$ cat config.mk
export PLATFORM = sky130hd
export DESIGN_NAME = imm_encoder
export DESIGN_NICKNAME = d
export VERILOG_FILES = /design/src/rtl/imm_enc_pkg.sv /design/src/rtl/imm_enc_rot_check.sv /design/src/rtl/imm_encoder.sv
export SDC_FILE = /design/constraint.sdc
export NUM_CORES = 1
export LEC_CHECK = 0
export BUFFER_PORTS_ARGS = -buffer_cell sky130_fd_sc_hd__buf_2
export CAP_MARGIN = 20
export CORE_MARGIN = 5
export CORE_UTILIZATION = 42
export CTS_CLUSTER_SIZE = 10
export DETAILED_ROUTE_END_ITERATION = 16
export PLACE_DENSITY = 0.72
export SLEW_MARGIN = 20
export SYNTH_ARGS = -nofsm -noshare
export SYNTH_HDL_FRONTEND = slang
export SYNTH_SLANG_ARGS = --single-unit
$ cat constraint.sdc
create_clock -name clk -period 7.2 [get_ports clk]
set_clock_uncertainty 0.1 [all_clocks]
set_input_delay 0 -clock clk [delete_from_list [all_inputs] [get_ports clk]]
set_output_delay 0 -clock clk [all_outputs]
set_load 0.1 [all_outputs]
$ cat src/rtl/imm_enc_pkg.sv
// Shared constants and types for the immediate encoder.
// Optional feature macro: IMM_ENC_FAST_EN (parallel rotation search).
package imm_enc_pkg;

  localparam int ROT_W  = 4;
  localparam int IMM8_W = 8;

  localparam logic [1:0] IMM_DP   = 2'b00;
  localparam logic [1:0] IMM_MEM  = 2'b01;
  localparam logic [1:0] IMM_BR   = 2'b10;
  localparam logic [1:0] IMM_RSVD = 2'b11;

  typedef enum logic [1:0] {
    IDLE   = 2'b00,
    SEARCH = 2'b01,
    DONE   = 2'b10
  } state_t;

  // Rotate a 32-bit word left by sh bits (0..31).
  function automatic logic [31:0] rol32(input logic [31:0] v, input logic [4:0] sh);
    logic [63:0] t;
    t = {v, v} << sh;
    return t[63:32];
  endfunction

endpackage

$ cat src/rtl/imm_enc_rot_check.sv
// Tests one rotation amount: does ROL(value, 2*r) fit in 8 bits?
// Used by imm_encoder, once (iterative) or 16 times (IMM_ENC_FAST_EN).
module imm_rot_check
  import imm_enc_pkg::*;
(
  input  logic [31:0]       value,
  input  logic [ROT_W-1:0]  r,
  output logic              match,
  output logic [IMM8_W-1:0] imm8
);

  logic [31:0] cand_s;

  // Undo the decoder's right rotation and check the upper bits are clear.
  always_comb begin
    cand_s = rol32(value, {r, 1'b0});
    match  = (cand_s[31:IMM8_W] == 24'h000000);
    imm8   = cand_s[IMM8_W-1:0];
  end

endmodule

$ cat src/rtl/imm_encoder.sv
// Immediate encoder: inverts the ARM immediate extender for DP rotated,
// LDR/STR offset and branch immediates.
// Macro IMM_ENC_FAST_EN: all 16 rotations checked in parallel, latency 1,
// no SEARCH state; otherwise one rotation is tried per cycle.
module imm_encoder
  import imm_enc_pkg::*;
(
  input  logic        clk,
  input  logic        reset,
  input  logic        start,
  input  logic [1:0]  ImmSrc,
  input  logic [31:0] value,
  output logic        busy,
  output logic        done,
  output logic        ok,
  output logic [23:0] field
);

  state_t            state_r, state_s;
  logic [ROT_W-1:0]  r_r, r_s;
  logic [31:0]       value_r, value_s;
  logic              busy_s, done_s, ok_s;
  logic [23:0]       field_s;

  // Single-cycle results computed from the live inputs at accept time.
  logic              dp_ok_s;
  logic [23:0]       dp_field_s;
  logic              direct_s;
  logic              imm_ok_s;
  logic [23:0]       imm_field_s;

  logic              match_s;
  logic [IMM8_W-1:0] imm8_s;

`ifdef IMM_ENC_FAST_EN
  logic [15:0]       match_v_s;
  logic [IMM8_W-1:0] imm8_v_s [16];

  for (genvar g = 0; g < 16; g++) begin : g_rot
    imm_rot_check u_chk (
      .value (value),
      .r     (ROT_W'(g)),
      .match (match_v_s[g]),
      .imm8  (imm8_v_s[g])
    );
  end

  // Lowest matching rotation wins so the encoding is canonical.
  always_comb begin
    dp_ok_s    = 1'b0;
    dp_field_s = 24'h000000;
    for (int i = 15; i >= 0; i--) begin
      if (match_v_s[i]) begin
        dp_ok_s    = 1'b1;
        dp_field_s = {12'h000, 4'(i), imm8_v_s[i]};
      end else begin
        dp_ok_s    = dp_ok_s;
        dp_field_s = dp_field_s;
      end
    end
    match_s  = 1'b0;
    imm8_s   = 8'h00;
    direct_s = 1'b1;
  end
`else
  imm_rot_check u_chk (
    .value (value_r),
    .r     (r_r),
    .match (match_s),
    .imm8  (imm8_s)
  );

  // Rotated immediates go through the iterative search instead.
  always_comb begin
    dp_ok_s    = 1'b0;
    dp_field_s = 24'h000000;
    direct_s   = (ImmSrc != IMM_DP);
  end
`endif

  // Single-cycle encodings for each ImmSrc mode.
  always_comb begin
    imm_ok_s    = 1'b0;
    imm_field_s = 24'h000000;
    case (ImmSrc)
      IMM_DP: begin
        imm_ok_s    = dp_ok_s;
        imm_field_s = dp_field_s;
      end
      IMM_MEM: begin
        imm_ok_s    = (value[31:12] == 20'h00000);
        imm_field_s = imm_ok_s ? {12'h000, value[11:0]} : 24'h000000;
      end
      IMM_BR: begin
        imm_ok_s    = (value[1:0] == 2'b00) && (value[31:25] == {7{value[25]}});
        imm_field_s = imm_ok_s ? value[25:2] : 24'h000000;
      end
      default: begin
        imm_ok_s    = 1'b0;
        imm_field_s = 24'h000000;
      end
    endcase
  end

  // Next-state and next-output logic for the IDLE/SEARCH/DONE controller.
  always_comb begin
    state_s = state_r;
    r_s     = r_r;
    value_s = value_r;
    busy_s  = 1'b0;
    done_s  = 1'b0;
    ok_s    = ok;
    field_s = field;
    case (state_r)
      IDLE, DONE: begin
        if (start) begin
          value_s = value;
          if (direct_s) begin
            state_s = DONE;
            done_s  = 1'b1;
            ok_s    = imm_ok_s;
            field_s = imm_field_s;
          end else begin
            state_s = SEARCH;
            r_s     = 4'd0;
            busy_s  = 1'b1;
          end
        end else begin
          state_s = IDLE;
        end
      end
`ifndef IMM_ENC_FAST_EN
      SEARCH: begin
        if (match_s) begin
          state_s = DONE;
          done_s  = 1'b1;
          ok_s    = 1'b1;
          field_s = {12'h000, r_r, imm8_s};
        end else if (r_r == 4'd15) begin
          state_s = DONE;
          done_s  = 1'b1;
          ok_s    = 1'b0;
          field_s = 24'h000000;
        end else begin
          r_s    = r_r + 4'd1;
          busy_s = 1'b1;
        end
      end
`endif
      default: begin
        state_s = IDLE;
      end
    endcase
  end

  // State and registered outputs, synchronous active-high reset.
  always_ff @(posedge clk) begin
    if (reset) begin
      state_r <= IDLE;
      r_r     <= 4'd0;
      value_r <= 32'h00000000;
      busy    <= 1'b0;
      done    <= 1'b0;
      ok      <= 1'b0;
      field   <= 24'h000000;
    end else begin
      state_r <= state_s;
      r_r     <= r_s;
      value_r <= value_s;
      busy    <= busy_s;
      done    <= done_s;
      ok      <= ok_s;
      field   <= field_s;
    end
  end

endmodule

==> flow_summary.ini <==
[floorplan]
coreArea_um2 = 10300
die_h_um = 113
fp.dieW_um = 113
start_util_pct = 43.0
die_area_um2 = 12700
ios = 64
rows = 37

[drt]
finalWirelength_um = 14200
wl_met3_um = 1440
drc = 0
vias = 4477
wl_per_cell_um = 19.1
met1_length_um = 5860
met2WireLength_um = 6540
drt_iter0_markers = 516
via_per_inst = 6.04
antenna_left = 0
first_pass_iters = 8
dr.max_layer_used = met4

[placement]
port_buffers = 63
dpl-instance-area_um2 = 4750
dp_cells = 693
dpl.hpwl_um = 10000
gp_congestion = 0.979

[synthesis]
yosysUniqueCellTypes = 59
synth_top_flop_cell = dfxtp_1
syn_nets = 572
syn-cell-area_um2 = 4420
avgSynthCellArea_um2 = 8.32
yosys_warnings = 0
synth-seq-cells = 65
synth_adder_area_share_pct = 1.13
synthMuxAreaShare_pct = 21.3
synth_top_family_by_area = multiplexers
synth-simple-area-share_pct = 21.3
async_flop_share_pct = 0
synth-edff-count = 0
yosysSeqAreaShare_pct = 29.4
syn_inst = 531
synth_compound_area_share_pct = 19.9
synth-xor-area-share_pct = 0

[final_layout]
drive_gt1_share_pct = 22.1
fin_nets = 641
antennaDiodeCount = 0
fin_area_um2 = 5240
final_cell_mix = nand2_1 (98), dfxtp_1 (64), buf_2 (63)
fin_cells = 741
syn_to_final_growth_pct = 18.5
mostFrequentLayoutCell = nand2_1

[sta]
grt_setup_unrepaired = no
final-hold-violation-count = 0
min_period_ps = 3790
worst_pin_slew_ps = 996
whs_ps = 136
slew_headroom_pct = 31.9
finalSetupViolations = 0
drv_slew = 0
clock.fmax_ghz = 0.264
fin_crit_sh_pct = 52.6
tns_ps = 0

[clocking]
tritoncts = done
clockBufferDepth = 2
clock-sinks = 65
ctsRootBufferMaster = clkbuf_8
h-tree-depth = 3
post_cts_buffers = 0
clkTransAtPathRegs_ps = 80
clk_latency_ps = 350
cts_made_buffers = 9
cts_resized = 0

[pwr]
ir_worst_vdd_uv = 113
leakage_nw = 2.05
power_density_nw_per_um2 = 169
power.total_mw = 0.886

[grt]
grt_antenna_before_repair = 0
grt_pass1_vias = 4367
grt.total_usage_pct = 22.1
grt_pass1_wl_um = 22600
grt-ovfl-total = 0
grt_max_degree = 56

[worst_setup_path]
crit_path_start_kind = register
path_class = register to register
cp_max_fo = 52
crit_arrival_ps = 3940
end_kind = register
critPathRequiredTime_ps = 7350

[flow_run]
drv_cap = 0

[run_status]
status = completed

[hold_path]
hp-class = input pin to register
-- path summary, 6_finish.rpt --
kind | startpoint | cells after the start | slack [ps] | endpoint
max reg2reg | r_r[1] | 9 | 3410 | field[8]
min reg2reg | field[0] | 2 | 360 | field[0]
min | start | 5 | 140 | value_r[18]
max | r_r[1] | 9 | 3410 | field[8]
-- logic make-up (layout without fill, tap and decap cells) --
group / Yosys count / in the layout
fa+ha+maj: 4 / 4
compound gates: 124 / 124
simple gates: 204 / 204
mux: 68 / 68
buf+inv: 66 / 140
flops: 65 / 65
-- registers in the layout, summed over array words and instances, names as in the netlist --
signal   cells
ok           1
state_r      2
field       24
value_r     32
r_r          4
busy         1
done         1
-- routing by layer --
layer,track usage [%],vias up
met5,0,-
met3,5.71,31
met4,7.13,0
li1,-,2092
met2,35.2,259
met1,29.2,2095
-- per-stage QoR --
stage	worst slack [ps]	utilization, %
after CTS	3410	51.0
final	3410	51.0
after floorplan	4260	-
after global routing	3070	51.0
after detailed placement	3420	46.2
after global placement	3600	46.2
-- worst max-delay path: stages (launching register included) --
cell and delay, ps:
dfxtp_2 370, buf_4 500, nor2b_1 250, a221oi_1 130, a2111oi_0 900, o2111ai_1 230
o21ai_2 140, nand4_4 310, and2_4 390, a221oi_1 330
-- report_power, final --
| part | internal [mW] | leakage (nW) | total, mW | switching (mW) |
|---|---|---|---|---|
| Clock | 0.124 | 0.0814 | 0.278 | 0.154 |
| Combinational | 0.0739 | 1.43 | 0.206 | 0.132 |
| Sequential | 0.377 | 0.533 | 0.402 | 0.0256 |
| Total | 0.575 | 2.05 | 0.886 | 0.311 |
-- synth_stat cells, types with 3 or more instances --
master / number / area [um2]
nor3_1: 16 / 80.1
a21oi_1: 46 / 230
nand3_1: 18 / 90.1
a221oi_1: 9 / 78.8
o22ai_1: 6 / 37.5
nor3b_1: 4 / 30.0
or4_1: 3 / 22.5
nor2_1: 34 / 128
nor4_1: 8 / 50.1
inv_1: 18 / 67.6
dfxtp_1: 65 / 1300
ha_1: 4 / 50.1
buf_2: 7 / 35.0
a22oi_1: 14 / 105
a31oi_1: 3 / 18.8
buf_1: 3 / 11.3
mux2i_1: 39 / 390
nor2b_1: 5 / 31.3
mux2_2: 9 / 101
a211oi_1: 8 / 60.1
mux4_2: 20 / 450
or3_1: 3 / 18.8
nand2_1: 98 / 368
nand2b_1: 4 / 25.0
clkbuf_1: 28 / 105
o21ai_0: 8 / 40.0
a221oi_2: 6 / 90.1
buf_6: 6 / 67.6
-- timing repair --
| item | in CTS | in global routing |
|---|---|---|
| hold buffers | 32 | 0 |
| setup endpoints to repair | 0 | 0 |
| hold endpoints to repair | 54 | 0 |
-- area by class of cell --
cell class                 instances  area [um2]
sequential                        65        1300
inverter                          20        75.1
tap                              136         170
clock inverter                     7        46.3
multi-input combinational        400        2820
clock buffer                       9         124
fill                             987        5040
timing repair buffer             104         703
Note: power is estimated with default switching activity, not from simulation.
